==> config.mk <==
export PLATFORM = sky130hd
export DESIGN_NAME = video_timing_detect
export DESIGN_NICKNAME = d
export VERILOG_FILES = /design/src/rtl/video_timing_detect.sv
export SDC_FILE = /design/constraint.sdc
export NUM_CORES = 1
export LEC_CHECK = 0
export ABC_AREA = 1
export CELL_PAD_IN_SITES_DETAIL_PLACEMENT = 0
export CELL_PAD_IN_SITES_GLOBAL_PLACEMENT = 1
export CORE_MARGIN = 4
export CORE_UTILIZATION = 36
export DETAILED_ROUTE_END_ITERATION = 8
export PLACE_DENSITY = 0.78
export SYNTH_ARGS = -nofsm -noshare
export SYNTH_HDL_FRONTEND = slang
export SYNTH_SLANG_ARGS = --single-unit
==> constraint.sdc <==
create_clock -name clk -period 1.8 [get_ports clk]
set_input_delay 0.18 -clock clk [delete_from_list [all_inputs] [get_ports clk]]
set_output_delay 0.18 -clock clk [all_outputs]
set_load 0.05 [all_outputs]
==> src/rtl/video_timing_detect.sv <==
// Measures incoming raster timing (line/frame periods, active extents, pixel position)
// and tracks whether the timing is stable enough to be declared locked.
`timescale 1ns/1ps
module video_timing_detect #(
    parameter int LOCK_FRAMES = 2,
    parameter int TIMEOUT     = 2048
) (
    input  logic        clk,
    input  logic        reset,
    input  logic        ce_pix,
    input  logic        hblank,
    input  logic        hsync,
    input  logic        vblank,
    input  logic        vsync,
    input  logic [7:0]  video,
    output logic [9:0]  x,
    output logic [9:0]  y,
    output logic [9:0]  h_total,
    output logic [9:0]  v_total,
    output logic [9:0]  h_active,
    output logic [9:0]  v_active,
    output logic        pixel_valid,
    output logic        frame_start,
    output logic        locked,
    output logic        pal_detect,
    output logic [15:0] frame_sum
);
    localparam int              TO_W   = $clog2(TIMEOUT + 1);
    localparam logic [TO_W-1:0] TO_MAX = TO_W'(TIMEOUT);
    localparam logic [2:0]      LOCK_N = 3'(LOCK_FRAMES);

    typedef enum logic [1:0] {S_UNLOCK, S_ACQUIRE, S_LOCK} state_t;

    function automatic logic [9:0] sat_inc(input logic [9:0] v);
        return (v == 10'd1023) ? v : v + 10'd1;
    endfunction

    function automatic logic is_pal(input logic [9:0] v);
        return ((v >= 10'd300) && (v <= 10'd320)) || ((v >= 10'd600) && (v <= 10'd640));
    endfunction

    logic            hsync_p1, hblank_p1, vsync_p1, vblank_p1;
    logic            hs_rise, vs_rise, hb_rise, hb_fall, vb_rise, vb_fall, active;
    logic [9:0]      h_cnt, ha_cnt, v_cnt;
    logic            h_seen;
    logic [15:0]     acc;
    logic [9:0]      h_new, v_new, prev_h, prev_v;
    logic [TO_W-1:0] to_cnt, to_next;
    logic            timeout, same;
    state_t          state, state_next;
    logic [2:0]      match, match_next, match_inc;

    // Stage p0: edges of the current sample against the previous ce sample
    assign hs_rise = hsync & ~hsync_p1;
    assign vs_rise = vsync & ~vsync_p1;
    assign hb_rise = hblank & ~hblank_p1;
    assign hb_fall = ~hblank & hblank_p1;
    assign vb_rise = vblank & ~vblank_p1;
    assign vb_fall = ~vblank & vblank_p1;
    assign active  = ~hblank & ~vblank;

    // First hsync edge after reset only starts the period count; it has no valid prior line.
    assign h_new   = (hs_rise && h_seen) ? h_cnt : h_total;
    assign v_new   = hs_rise ? sat_inc(v_cnt) : v_cnt;
    assign same    = (h_new == prev_h) && (v_new == prev_v);
    assign to_next = hs_rise ? '0 : ((to_cnt == TO_MAX) ? to_cnt : to_cnt + TO_W'(1));
    assign timeout = (to_next == TO_MAX);

    // Stage p1: measurement registers
    always_ff @(posedge clk) begin
        if (reset) begin
            hsync_p1    <= 1'b0;
            hblank_p1   <= 1'b0;
            vsync_p1    <= 1'b0;
            vblank_p1   <= 1'b0;
            h_cnt       <= '0;
            ha_cnt      <= '0;
            v_cnt       <= '0;
            h_seen      <= 1'b0;
            to_cnt      <= '0;
            acc         <= '0;
            prev_h      <= '0;
            prev_v      <= '0;
            x           <= '0;
            y           <= '0;
            h_total     <= '0;
            v_total     <= '0;
            h_active    <= '0;
            v_active    <= '0;
            pixel_valid <= 1'b0;
            frame_start <= 1'b0;
            pal_detect  <= 1'b0;
            frame_sum   <= '0;
        end else begin
            frame_start <= 1'b0;
            if (ce_pix) begin
                hsync_p1    <= hsync;
                hblank_p1   <= hblank;
                vsync_p1    <= vsync;
                vblank_p1   <= vblank;
                frame_start <= vs_rise;
                pixel_valid <= active;
                to_cnt      <= to_next;

                if (hs_rise) begin
                    h_cnt   <= 10'd1;
                    h_seen  <= 1'b1;
                    h_total <= h_new;
                end else begin
                    h_cnt   <= sat_inc(h_cnt);
                end

                if (hb_fall) begin
                    x      <= '0;
                    ha_cnt <= 10'd1;
                end else if (!hblank) begin
                    x      <= sat_inc(x);
                    ha_cnt <= sat_inc(ha_cnt);
                end
                if (hb_rise)
                    h_active <= ha_cnt;

                // A coincident hsync edge is already folded into v_new before the restart.
                if (vs_rise) begin
                    v_total    <= v_new;
                    v_cnt      <= '0;
                    pal_detect <= is_pal(v_new);
                    prev_h     <= h_new;
                    prev_v     <= v_new;
                end else begin
                    v_cnt      <= v_new;
                end

                if (vb_fall)
                    y <= '0;
                else if (hb_rise && !vblank)
                    y <= sat_inc(y);
                if (vb_rise)
                    v_active <= y;

                if (vb_rise) begin
                    frame_sum <= acc;
                    acc       <= '0;
                end else if (active) begin
                    acc       <= acc + {8'd0, video};
                end
            end
        end
    end

    // Stage p1: lock state machine
    always_ff @(posedge clk) begin
        if (reset) begin
            state <= S_UNLOCK;
            match <= '0;
        end else if (ce_pix) begin
            state <= state_next;
            match <= match_next;
        end
    end

    assign match_inc = match + 3'd1;

    always_comb begin
        state_next = state;
        match_next = match;
        if (timeout) begin
            state_next = S_UNLOCK;
            match_next = '0;
        end else if (vs_rise) begin
            case (state)
                S_UNLOCK: begin
                    state_next = S_ACQUIRE;
                    match_next = '0;
                end
                S_ACQUIRE: begin
                    if (same) begin
                        match_next = match_inc;
                        if (match_inc >= LOCK_N)
                            state_next = S_LOCK;
                    end else begin
                        match_next = '0;
                    end
                end
                S_LOCK: begin
                    if (!same) begin
                        state_next = S_ACQUIRE;
                        match_next = '0;
                    end
                end
                default: begin
                    state_next = S_UNLOCK;
                    match_next = '0;
                end
            endcase
        end
    end

    always_comb begin
        locked = (state == S_LOCK);
    end

endmodule

# After elaboration in Yosys (flattened, before gate mapping)
# Cells that the tools add are included.
dict set report totals {
  input_bits 15
  output_inout_bits 80
  ff_bits 157
  wordCells 122
}
dict set report classes {
  eq_ne 19
  addsub 8
  order_cmp 5
  reduce_logical 23
  n_mux 30
  bitwise_logic 14
}
# operator count
set ops {}
lappend ops {{10-bit 2-to-1 mux} 15}
lappend ops {{10-bit by 1-bit adder with 10-bit output (second input constant)} 5}
lappend ops {{10-bit equality test (second input constant)} 5}
lappend ops {{16-bit 2-to-1 mux} 2}
lappend ops {{12-bit equality test (second input constant)} 2}
lappend ops {{12-bit 2-to-1 mux} 2}
lappend ops {{10-bit equality test} 2}
lappend ops {{16-bit by 8-bit adder with 16-bit output} 1}
lappend ops {{12-bit by 1-bit adder with 12-bit output (second input constant)} 1}
lappend ops {{3-bit 2-to-1 mux} 4}
lappend ops {{2-bit AND reduction} 6}
lappend ops {{3-bit AND reduction} 4}
lappend ops {{10-bit >= comparator (second input constant)} 1}
lappend ops {{10-bit by 9-bit >= comparator with 1-bit output (second input constant)} 1}
lappend ops {{10-bit <= comparator (second input constant)} 1}
lappend ops {{10-bit by 9-bit <= comparator with 1-bit output (second input constant)} 1}
lappend ops {{2-bit 2-to-1 mux} 5}
lappend ops {{3-bit != test (second input constant)} 3}
lappend ops {{2-bit != test (second input constant)} 4}
lappend ops {{1-bit bitwise AND} 7}
lappend ops {{1-bit inverter} 7}
lappend ops {{2-bit case mux with 3 select lines} 1}
lappend ops {{3-bit case mux with 2 select lines} 1}
lappend ops {{2-bit nonzero test} 3}
lappend ops {{11 further kinds} 15}

# Depth between registers and ports, before layout
dict set report depth {
  ltp_word 10
  depth_mapped 19
  depth_no_buf 18
}

# Least setup slack after synthesis
# Ideal clock, no wire load.
dict set report synth_timing {
  path_kind {register to register}
  from {register v_cnt[1]}
  to {register state[0]}
  setup_slack_ns -0.268
  path_stages_with_launch 19
  setup_time_ns 0.113
  t_arrival_ns 1.955
  path_cell_list {dfxtp_1 > ha_1 > nand3_1 > nor2_2 > nand2_2 > nand2_1 > nand2_1 > nand2_2 > nand2_1 > nand2_1 > nand3_2 > nor2_2 > nand3_1 > nand2_2 > nand2_4 > nand2_2 > nand2_1 > nand2_1 > nor2_1}
}
dict set report synth_between {
  elab_chain_cells 7
}
# item line_no
set synth_lines {}
lappend synth_lines {{start, declared} 44} ;# logic [9:0] h_cnt, ha_cnt, v_cnt;
lappend synth_lines {{start signal, assigned} 131} ;# v_cnt <= v_new;
lappend synth_lines {{10-bit by 1-bit adder with 10-bit output / 10-bit equality test (equally long branches)} 35} ;# return (v == 10'd1023) ? v : v + 10'd1;
lappend synth_lines {{10-bit 2-to-1 mux} 35}
lappend synth_lines {{10-bit 2-to-1 mux *} 64} ;# assign v_new = hs_rise ? sat_inc(v_cnt) : v_cnt;
lappend synth_lines {{10-bit equality test *} 65} ;# assign same = (h_new == prev_h) && (v_new == prev_v);
lappend synth_lines {{1-bit logical AND *} 65}
lappend synth_lines {{3-bit != test (no line)} -}
lappend synth_lines {{5-bit AND reduction (no line) *} -}
lappend synth_lines {{end signal, assigned} 157} ;# state <= state_next;
lappend synth_lines {{end, declared} 50} ;# state_t state, state_next;
# Mark *: on every way between the ends. The rest lies on a longest branch, timed or not.
# A chain may end at the register's enable or synchronous reset.

# Worst setup path in the final report
# Same ends and word-level chain as after synthesis.

==> Implementation_results.wiki <==
{| class="wikitable"
! Metric !! Value
|-
| Data arrival time of the worst path || 2460 ps
|-
| Floorplan row count || 54
|-
| Most frequent standard cell in the layout excluding fill and tap cells || buf_4
|-
| Highest clock rate || 469.0 MHz
|-
| Count of boundary I/O pins || 95
|-
| Slack of the critical path || -332.3 ps
|-
| CP Max Fanout || 7
|-
| Width of the chip || 156.8 µm
|-
| Largest net degree at the start of global routing || 52
|-
| Post-CTS Hold Fix Bufs || 0
|-
| Path type of the worst min-delay path || input pin to register
|-
| Number of enable flip-flop cells after synthesis || 0
|-
| Clock tree skew after final layout || 13.60 ps
|-
| Share of the cycle needed by the critical path after routing || 118.5%
|-
| Area of combinational cells with multiple inputs || 4692 µm²
|-
| Starting utilization of the core area || 36.53%
|-
| Maximum level of the CTS H-tree || 4
|-
| Antenna cell count || 0
|-
| Final hold vios || 0
|-
| Number of synthesized register bits || 157
|-
| Total grt overflow || 0
|-
| Final core area utilization || 55.58%
|-
| Violations in the final reports || negative setup slack
|-
| Number of search-and-repair iterations in the first detailed-routing pass || 5
|-
| Gate Count Post-Synth || 1,163
|-
| Proportion of netlist area held by the largest area contributor || 39.42%
|-
| Nets in the synthesized netlist || 1,196
|-
| Share of flip-flops with an asynchronous set or reset || 0%
|-
| Placer's final routability congestion estimate || 0.8549
|-
| Power density cells || 738.5 nW/µm²
|-
| Final setup fails || 14
|-
| Filler-free cell count of the finished design || 1,748
|-
| Count of buffers inserted at the top-level ports || 94
|-
| Type of destination of the critical path || register
|-
| Sequential area share after synthesis || 39.42%
|-
| Core area || 21,820 µm²
|-
| Unrepaired setup endpoints after global routing || yes
|-
| Worst-skew pair later-pin latency || 430 ps
|-
| Most used cells in the layout excluding fill and tap cells || buf_4, nand2_1, inv_1, dfxtp_1, o21ai_0
|-
| Total count of max-transition violations in the final report || 0
|-
| Placed wire-length estimate || 16,800 µm
|-
| Total CTS buffers || 17
|-
| Global-route wire length before repair || 39,070 µm
|-
| Clock transition at path regs || 60 ps
|-
| Leading registers by flop count || acc: 16 flops, frame_sum: 16 flops, to_cnt: 12 flops
|-
| Global-route total usage across every layer || 19.28%
|-
| Total power || 8.959 mW
|-
| Number of distinct library cells after synthesis || 47
|-
| Total non-filler cell area in the finished layout || 12,130 µm²
|-
| CP required || 2120 ps
|-
| Overall routed net length || 23,620 µm
|-
| Mean Syn Cell Area || 6.855 µm²
|-
| Total number of nets in the final design || 1,490
|-
| Aggregate negative setup slack || -3072 ps
|-
| Antenna Nets Post-Route || 0
|-
| Routed via count divided by cell count || 4.875
|-
| Fill cell count || 2,072
|-
| Sequential cell area || 3196 µm²
|-
| Root Buffer || clkbuf_16
|-
| Layout area overhead || 52.15%
|-
| Total instance count after detailed placement || 1,696
|-
| Clock sinks || 157
|-
| Antenna violations before repair || 0
|-
| Start point of the worst hold path || reset
|-
| # DRC || 0
|-
| Average detailed-routed wire length per instance || 13.51 µm
|-
| Minimum clock period || 2132 ps
|-
| Relative max-transition margin || 64.14%
|-
| Yosys warnings || 0
|-
| Number of DRC markers in iteration 0 || 384
|-
| Share of cells above drive strength 1 || 30.52%
|-
| Height of the die || 156.8 µm
|-
| Slew of the pin with the lowest slew margin || 537.0 ps
|-
| Number of global-route vias before repair || 8,275
|-
| Run status || complete, but fails checks
|-
| Bufs on Longest Clock Path || 2
|-
| Die area || 24,590 µm²
|-
| Primary FF master, synth || dfxtp_1
|-
| MaxCap Viol Count || 0
|-
| CTS tree || done
|-
| Reg-to-reg critical path startpoint || v_cnt[1]$_SDFFE_PP0P_
|-
| Post-synth top area cell || dfxtp_1
|-
| Netlist area before placement || 7973 µm²
|-
| Worst vdd rail ir drop || 0.5369 mV
|-
| Dominant cells by area after synthesis || dfxtp_1, nand2_1, o21ai_0, inv_1, a21oi_1
|-
| Instance area at placement || 10,710 µm²
|-
| Type of element launching the critical path || register
|-
| Crit Path Class || register to register
|-
| Pleak || 5.848 nW
|-
| Via count || 8,522
|-
| First element of the critical path || v_cnt[1]$_SDFFE_PP0P_
|}
==> power by group <==
group / total [mW] / switching (mW) / leakage [nW] / internal [mW]
Sequential: 3.71 / 0.0975 / 1.30 / 3.61
Combinational: 1.61 / 0.965 / 4.27 / 0.650
Clock: 3.63 / 1.51 / 0.283 / 2.12
==> worst max-delay path, cell delays in order (launching register included) <==
cell     delay [ps]
dfxtp_4         360
ha_4            150
nand3_4         100
nor2_4          200
nand2_4         110
nand2_4         100
buf_4           100
xnor3_1         170
nand3_2         120
nor2_4          130
nand3_2          70
nand2_2         110
nand2_4          80
nand2_2          90
nand2_1          40
nand2_1          50
nor2_1           40
==> kinds of logic after synthesis <==
kind of cell,after synthesis,share of synthesized area (%)
adder cells (fa/ha/maj),18,2.919
XOR/XNOR,7,1.114
AO/OA/AOI/OAI,276,18.55
flip-flops,157,39.42
AND/OR/NAND/NOR,509,28.39
buffers and inverters,196,9.604
==> final timing paths <==
check	slack, ps	cells after the start	end
worst max-delay path	-330	16	state[0]$_SDFFE_PP0P_
worst max register to register	-330	16	state[0]$_SDFFE_PP0P_
worst min register to register	460	2	pixel_valid$_SDFFE_PP0P_
worst min-delay path	120	4	ha_cnt[0]$_SDFFE_PP0P_
==> routing by layer <==
layer,track usage [%],vias up,routed length (µm)
met3,4.867,30,1080
met1,24.25,3903,10750
met4,5.207,0,404
met5,0,-,0
li1,-,4443,-
met2,32.91,146,11390
==> cell usage after synthesis, drive strengths merged (2+ instances only) <==
library cell,n
nand2,237
dfxtp,157
inv,155
nor2,123
o21ai,122
a21oi,112
nand3,96
clkbuf,31
nor3,24
nand4,20
ha,17
a31oi,14
buf,8
a211oi,5
nor3b,5
o22ai,5
o211ai,4
o21bai,4
xor2,4
a22oi,3
nor4,3
clkinv,2
o211a,2
o21a,2
xnor3,2
==> layout make-up <==
cell class	instances	share of cell area [%]
Clock buffer	19	3.734
Clock inverter	11	1.104
Tap cell	280	2.888
Timing Repair Buffer	314	22.32
Sequential cell	157	26.34
Multi-Input combinational cell	810	38.68
Inverter	157	4.930
==> stage by stage <==
step                hold WS [ps]  setup WS, ps
floorplan                  343.6        -181.9
global placement           458.0        -746.0
detailed placement         459.1        -762.7
CTS                        106.7        -306.9
global route               136.4        -504.7
finish                     118.4        -332.3
==> what timing repair did <==
| action | CTS | global route |
|---|---|---|
| pin swaps | 47 | 75 |
| resized for setup | 100 | 127 |
| endpoints found under the setup margin | 39 | 72 |
| buffers inserted | 12 | 14 |
(Power assumes the default switching activity.)
